[src/rtl/mem_port_arbiter_if.sv]
// Bundle of fetch-port, data-port and memory-side signals for mem_port_arbiter.
// The slave modport is the arbiter's view; master is the pipeline/memory side.
interface mem_port_arbiter_if;
  logic        if_req;
  logic [31:0] if_addr;
  logic [31:0] if_rdata;
  logic        if_ack;
  logic        dm_req;
  logic        dm_we;
  logic [31:0] dm_addr;
  logic [31:0] dm_wdata;
  logic [31:0] dm_rdata;
  logic        dm_ack;
  logic [31:0] mem_addr;
  logic [31:0] mem_wdata;
  logic        mem_we;
  logic [31:0] mem_rdata;
  logic        stall_if;
  logic        stall_mem;
  logic        busy;

  modport slave (
    input  if_req, if_addr, dm_req, dm_we, dm_addr, dm_wdata, mem_rdata,
    output if_rdata, if_ack, dm_rdata, dm_ack, mem_addr, mem_wdata, mem_we,
           stall_if, stall_mem, busy
  );

  modport master (
    output if_req, if_addr, dm_req, dm_we, dm_addr, dm_wdata, mem_rdata,
    input  if_rdata, if_ack, dm_rdata, dm_ack, mem_addr, mem_wdata, mem_we,
           stall_if, stall_mem, busy
  );
endinterface

[src/rtl/mem_port_arbiter.sv]
// Arbitrates one single-ported memory between instruction fetch and data access.
// Optional macro MEMARB_RR_EN swaps DM priority + starvation guard for round-robin.
//
// state  | meaning
// IDLE   | no access in flight; arbitrate pending requests
// ACCESS | winner's request latched; count memory wait states
// RESP   | owner's ack pulses for one cycle
module mem_port_arbiter #(
  parameter int unsigned WAIT_CYCLES  = 1,
  parameter int unsigned STARVE_LIMIT = 4
) (
  input logic              clk,
  input logic              reset,
  mem_port_arbiter_if.slave bus
);

  typedef enum logic [1:0] {IDLE = 2'd0, ACCESS = 2'd1, RESP = 2'd2} state_t;

  localparam logic [3:0] WAIT_C = 4'(WAIT_CYCLES);

  state_t      state_q, state_d;
  logic [3:0]  cnt_q, cnt_d;
  logic        owner_dm_q, owner_dm_d;
  logic        we_q, we_d;
  logic [31:0] addr_q, addr_d;
  logic [31:0] wdata_q, wdata_d;
  logic [31:0] if_rdata_q, if_rdata_d;
  logic [31:0] dm_rdata_q, dm_rdata_d;
  logic        grant_dm;
  logic        mem_we_c, if_ack_c, dm_ack_c;

`ifdef MEMARB_RR_EN
  logic last_dm_q, last_dm_d;

  // Whichever port was not granted last wins a conflict.
  assign grant_dm = bus.dm_req & (~bus.if_req | ~last_dm_q);
`else
  localparam logic [3:0] STARVE_C = 4'(STARVE_LIMIT);
  logic [3:0] starve_q, starve_d;

  assign grant_dm = bus.dm_req & (~bus.if_req | (starve_q != STARVE_C));
`endif

  always_comb begin
    state_d    = state_q;
    cnt_d      = cnt_q;
    owner_dm_d = owner_dm_q;
    we_d       = we_q;
    addr_d     = addr_q;
    wdata_d    = wdata_q;
    if_rdata_d = if_rdata_q;
    dm_rdata_d = dm_rdata_q;
    mem_we_c   = 1'b0;
    if_ack_c   = 1'b0;
    dm_ack_c   = 1'b0;
`ifdef MEMARB_RR_EN
    last_dm_d  = last_dm_q;
`else
    starve_d   = starve_q;
`endif
    case (state_q)
      IDLE: begin
        if (bus.if_req | bus.dm_req) begin
          state_d    = ACCESS;
          cnt_d      = 4'd0;
          owner_dm_d = grant_dm;
          we_d       = grant_dm & bus.dm_we;
          addr_d     = grant_dm ? bus.dm_addr : bus.if_addr;
          wdata_d    = grant_dm ? bus.dm_wdata : wdata_q;
`ifdef MEMARB_RR_EN
          last_dm_d  = grant_dm;
`else
          if (!grant_dm) begin
            starve_d = 4'd0;
          end else if (bus.if_req && starve_q != 4'hF) begin
            starve_d = starve_q + 4'd1;
          end
`endif
        end
      end
      ACCESS: begin
        cnt_d = cnt_q + 4'd1;
        if (cnt_q == WAIT_C) begin
          mem_we_c = we_q & owner_dm_q;
          state_d  = RESP;
          if (!owner_dm_q) begin
            if_rdata_d = bus.mem_rdata;
          end else if (!we_q) begin
            dm_rdata_d = bus.mem_rdata;
          end
        end
      end
      RESP: begin
        if_ack_c = ~owner_dm_q;
        dm_ack_c = owner_dm_q;
        state_d  = IDLE;
      end
      default: state_d = IDLE;
    endcase
  end

  always_ff @(posedge clk or posedge reset) begin
    if (reset) begin
      state_q    <= IDLE;
      cnt_q      <= 4'd0;
      owner_dm_q <= 1'b1;
      we_q       <= 1'b0;
      addr_q     <= '0;
      wdata_q    <= '0;
      if_rdata_q <= '0;
      dm_rdata_q <= '0;
`ifdef MEMARB_RR_EN
      last_dm_q  <= 1'b0;
`else
      starve_q   <= 4'd0;
`endif
    end else begin
      state_q    <= state_d;
      cnt_q      <= cnt_d;
      owner_dm_q <= owner_dm_d;
      we_q       <= we_d;
      addr_q     <= addr_d;
      wdata_q    <= wdata_d;
      if_rdata_q <= if_rdata_d;
      dm_rdata_q <= dm_rdata_d;
`ifdef MEMARB_RR_EN
      last_dm_q  <= last_dm_d;
`else
      starve_q   <= starve_d;
`endif
    end
  end

  // mem_we is decoded from state, so an async reset drops it at once.
  assign bus.mem_we    = mem_we_c;
  assign bus.if_ack    = if_ack_c;
  assign bus.dm_ack    = dm_ack_c;
  assign bus.mem_addr  = addr_q;
  assign bus.mem_wdata = wdata_q;
  assign bus.if_rdata  = if_rdata_q;
  assign bus.dm_rdata  = dm_rdata_q;
  assign bus.stall_if  = bus.if_req & ~if_ack_c;
  assign bus.stall_mem = bus.dm_req & ~dm_ack_c;
  assign bus.busy      = (state_q != IDLE);

endmodule

[src/flat_wrapper.sv]
// flat-port wrapper written by rule: the top's interface ports become plain ports
module mem_port_arbiter_flat 
#(
  parameter int unsigned WAIT_CYCLES  = 1,
  parameter int unsigned STARVE_LIMIT = 4
)
  (clk, reset, bus_if_req, bus_if_addr, bus_dm_req, bus_dm_we, bus_dm_addr, bus_dm_wdata, bus_mem_rdata, bus_if_rdata, bus_if_ack, bus_dm_rdata, bus_dm_ack, bus_mem_addr, bus_mem_wdata, bus_mem_we, bus_stall_if, bus_stall_mem, bus_busy);
  mem_port_arbiter_if bus_i ();
  input logic clk;
  input logic reset;
  input wire logic [$bits(bus_i.if_req)-1:0] bus_if_req;
  input wire logic [$bits(bus_i.if_addr)-1:0] bus_if_addr;
  input wire logic [$bits(bus_i.dm_req)-1:0] bus_dm_req;
  input wire logic [$bits(bus_i.dm_we)-1:0] bus_dm_we;
  input wire logic [$bits(bus_i.dm_addr)-1:0] bus_dm_addr;
  input wire logic [$bits(bus_i.dm_wdata)-1:0] bus_dm_wdata;
  input wire logic [$bits(bus_i.mem_rdata)-1:0] bus_mem_rdata;
  output wire logic [$bits(bus_i.if_rdata)-1:0] bus_if_rdata;
  output wire logic [$bits(bus_i.if_ack)-1:0] bus_if_ack;
  output wire logic [$bits(bus_i.dm_rdata)-1:0] bus_dm_rdata;
  output wire logic [$bits(bus_i.dm_ack)-1:0] bus_dm_ack;
  output wire logic [$bits(bus_i.mem_addr)-1:0] bus_mem_addr;
  output wire logic [$bits(bus_i.mem_wdata)-1:0] bus_mem_wdata;
  output wire logic [$bits(bus_i.mem_we)-1:0] bus_mem_we;
  output wire logic [$bits(bus_i.stall_if)-1:0] bus_stall_if;
  output wire logic [$bits(bus_i.stall_mem)-1:0] bus_stall_mem;
  output wire logic [$bits(bus_i.busy)-1:0] bus_busy;
  assign bus_i.if_req = bus_if_req;
  assign bus_i.if_addr = bus_if_addr;
  assign bus_i.dm_req = bus_dm_req;
  assign bus_i.dm_we = bus_dm_we;
  assign bus_i.dm_addr = bus_dm_addr;
  assign bus_i.dm_wdata = bus_dm_wdata;
  assign bus_i.mem_rdata = bus_mem_rdata;
  assign bus_if_rdata = bus_i.if_rdata;
  assign bus_if_ack = bus_i.if_ack;
  assign bus_dm_rdata = bus_i.dm_rdata;
  assign bus_dm_ack = bus_i.dm_ack;
  assign bus_mem_addr = bus_i.mem_addr;
  assign bus_mem_wdata = bus_i.mem_wdata;
  assign bus_mem_we = bus_i.mem_we;
  assign bus_stall_if = bus_i.stall_if;
  assign bus_stall_mem = bus_i.stall_mem;
  assign bus_busy = bus_i.busy;
  mem_port_arbiter #(.WAIT_CYCLES(WAIT_CYCLES), .STARVE_LIMIT(STARVE_LIMIT)) u_core (.clk(clk), .reset(reset), .bus(bus_i));
endmodule
[config.mk]
export PLATFORM = sky130hd
export DESIGN_NAME = mem_port_arbiter_flat
export DESIGN_NICKNAME = d
export VERILOG_FILES = /design/src/rtl/mem_port_arbiter_if.sv /design/src/rtl/mem_port_arbiter.sv /design/src/flat_wrapper.sv
export SDC_FILE = /design/constraint.sdc
export NUM_CORES = 1
export LEC_CHECK = 0
export CAP_MARGIN = 5
export CORE_UTILIZATION = 33
export DETAILED_ROUTE_END_ITERATION = 8
export GPL_TIMING_DRIVEN = 0
export PLACE_DENSITY = 0.66
export SETUP_SLACK_MARGIN = 0.2
export SLEW_MARGIN = 20
export SYNTH_ARGS = -nofsm -noshare
export SYNTH_HDL_FRONTEND = slang
export SYNTH_SLANG_ARGS = --single-unit
[constraint.sdc]
create_clock -name clk -period 9.82 [get_ports clk]
set_clock_uncertainty 0.1 [all_clocks]
set_input_delay 1.964 -clock clk [delete_from_list [all_inputs] [get_ports clk]]
set_output_delay 1.964 -clock clk [all_outputs]
set_load 0.005 [all_outputs]
==> flow_summary.json <==
{
  "clk_path_buf_depth": 2,
  "via_count": 5043,
  "postLayoutCoreUtil": 0.5492,
  "cts_buffers": 17,
  "hold_viol": 0,
  "hold_start": "u_core.bus.dm_rdata[21]",
  "crit_path_start": "bus_dm_req",
  "critPathKind": "input pin to output pin",
  "initial_core_util": 0.3408,
  "tns_ns": 0,
  "drcViolationCount": 0,
  "max_slew_margin": 0.5729,
  "grt_start_max_net_pins": 73,
  "drv_cap": 0,
  "grt_pass1_vias": 5197,
  "met1_length_um": 6740,
  "synth_top_area_cell": "dfrtp_1",
  "ios": 267,
  "cts_tree": "done",
  "leakage_nw": 3.817,
  "outcome": "finished, final reports clean",
  "design.core.area_sq_um": 17420,
  "die-area_sq_um": 18530,
  "via_per_inst": 5.115,
  "yosysSeqAreaShare": 0.5904,
  "place_congestion": 0.7826,
  "layout-drive-gt1-share": 0.1840,
  "holdBufCountCts": 0,
  "final_cell_mix": "clkdlybuf4s50_1, dfrtp_1, mux2_2, o21ai_0",
  "synth_nets": 599,
  "arrival_ns": 4.04,
  "setup_slack_ns": 3.712,
  "wl_um": 16940,
  "clk_pin_slew_ns": 0.06,
  "nNetsFinal": 885,
  "crit_fanout": 10,
  "synthesis.instances": 462,
  "overflow": 0,
  "dp_hpwl_um": 12660,
  "slew_violations": 0,
  "antenna_left": 0,
  "hp-class": "register to register",
  "crit_required_ns": 7.76,
  "post_cts_buffers": 0,
  "numClockSinks": 140,
  "grt_use_total": 0.1848,
  "finalSetupViolations": 0,
  "antenna_found_initial": 0,
  "first_pass_iters": 4,
  "die_w_um": 136.1,
  "grt_first_pass_wirelength_um": 26520,
  "std_cell_rows": 48,
  "tightest_slew_ns": 0.6382,
  "fin_crit_ns": 6.108,
  "startpoint_type": "input pin",
  "fin_crit_sh": 0.6220,
  "syn_area_per_cell_sq_um": 12.85,
  "syn_area_sq_um": 5936,
  "synth_seq_cells": 140,
  "rsz0062_at_grt": "no",
  "portBuffers": 266,
  "synth.top_cells.by_area": "dfrtp_1, mux2_2, o211ai_1",
  "h-tree-depth": 4,
  "critical_path.endpoint_type": "output pin",
  "met3_length_um": 1321,
  "antenna_cells": 0,
  "synthToLayoutAreaGrowth_pct": 61.15,
  "clockRootBuffer": "clkbuf_16",
  "synth_top_area_share": 0.5860,
  "power_mw": 3.068,
  "p_per_area_nw_per_um2": 320.7,
  "drt_iter0_markers": 183,
  "ir_worst_vdd_mv": 0.1272,
  "worst_r2r_startpoint": "u_core.starve_q[0]",
  "final_common_cell": "clkdlybuf4s50_1",
  "avgRoutedWirePerCell_um": 17.18,
  "wl_met2_um": 8526,
  "top_layer_used": "met4",
  "fillers": 1433,
  "yosysWarningCount": 0,
  "die_h_um": 136.1,
  "yosys.cell_types.count": 33,
  "max_freq_mhz": 163.7,
  "cts_resized": 0,
  "dp_worst_setup_slack_ns": 3.755,
  "insertion_delay_ns": 0.41
}
==> registers in the layout (all words and copies together), names as in the netlist <==
register	count
u_core.bus.mem_wdata	32
u_core.starve_q	4
u_core.bus.if_rdata	32
u_core.we_q	1
u_core.owner_dm_q	1
u_core.cnt_q	4
u_core.bus.mem_addr	32
u_core.state_q	2
u_core.bus.dm_rdata	32
==> cell usage after synthesis (all sizes together) <==
cell type / instances
o21ai: 38
nand2: 4
nand2b: 1
clkbuf: 22
and2: 2
nand4b: 2
and3b: 1
or3b: 1
a21oi: 1
ha: 4
nor2b: 5
and3: 1
nor3b: 3
or2: 1
nor2: 3
o22ai: 1
mux2i: 3
nand4: 35
inv: 6
nor3: 1
nor4b: 1
nand3: 35
dfrtp: 139
dfstp: 1
buf: 16
o211ai: 35
nand3b: 1
o2bb2ai: 3
mux2: 96
==> worst paths after layout <==
check,depth (start not counted),slack [ns],end
max,5,3.71,bus_stall_mem
min,1,0.39,u_core.bus.dm_rdata[21]
max reg2reg,6,7.65,u_core.bus.mem_wdata[5]
min reg2reg,1,0.39,u_core.bus.dm_rdata[21]
max in group asynchronous,3,6.98,u_core.bus.if_rdata[13]
min in group asynchronous,2,1.90,u_core.bus.if_rdata[2]
==> final cells by class <==
type	count	area, sq um	area share
flip-flops and latches	140	3505	0.3664
repair buffers	267	2690	0.2812
multi-input cells	278	2231	0.2332
clock buffers	21	470.5	0.04918
well taps	225	281.5	0.02943
clock inverters	11	180.2	0.01884
plain buffers	38	177.7	0.01857
inverters	6	30.03	0.003139
==> per-layer routing <==
| metal | GRT usage | vias to the layer above |
|---|---|---|
| met4 | 0.06605 | 0 |
| met5 | 0 | - |
| met2 | 0.3173 | 234 |
| li1 | - | 2289 |
| met1 | 0.2192 | 2493 |
| met3 | 0.05257 | 27 |
==> worst max-delay path, cell delays in order <==
cell             delay (ns)
clkdlybuf4s50_1        0.52
clkbuf_1               0.42
clkbuf_1               0.43
nor2b_1                0.20
clkdlybuf4s50_1        0.51
==> report_power, final <==
part / total, mW / switching [mW] / internal [mW]
Combinational: 1.33 / 0.498 / 0.828
Sequential: 1.05 / 0.169 / 0.876
Clock: 0.696 / 0.247 / 0.450
Total: 3.07 / 0.914 / 2.15
==> cell families (layout without fill, tap and decap cells) <==
| kind of cell | count (synthesis) | after routing | synth area share |
|---|---|---|---|
| multiplexers | 99 | 99 | 0.1872 |
| AO/OA/AOI/OAI | 78 | 78 | 0.08263 |
| adder cells (fa/ha/maj) | 4 | 4 | 0.008432 |
| buffers and inverters | 44 | 343 | 0.03373 |
| flip-flops | 140 | 140 | 0.5904 |
| AND/OR/NAND/NOR | 97 | 97 | 0.09760 |
==> per-stage QoR <==
stage	std cells	instance area [sq um]	hold WS, ns
final	986	9565	0.3911
after global routing	986	9565	0.4145
after CTS	986	9565	0.3943
after detailed placement	954	8915	0.3808
after global placement	953	8880	0.3712
after floorplan	462	5936	0.3567
Power figures use the tool's default switching activity.
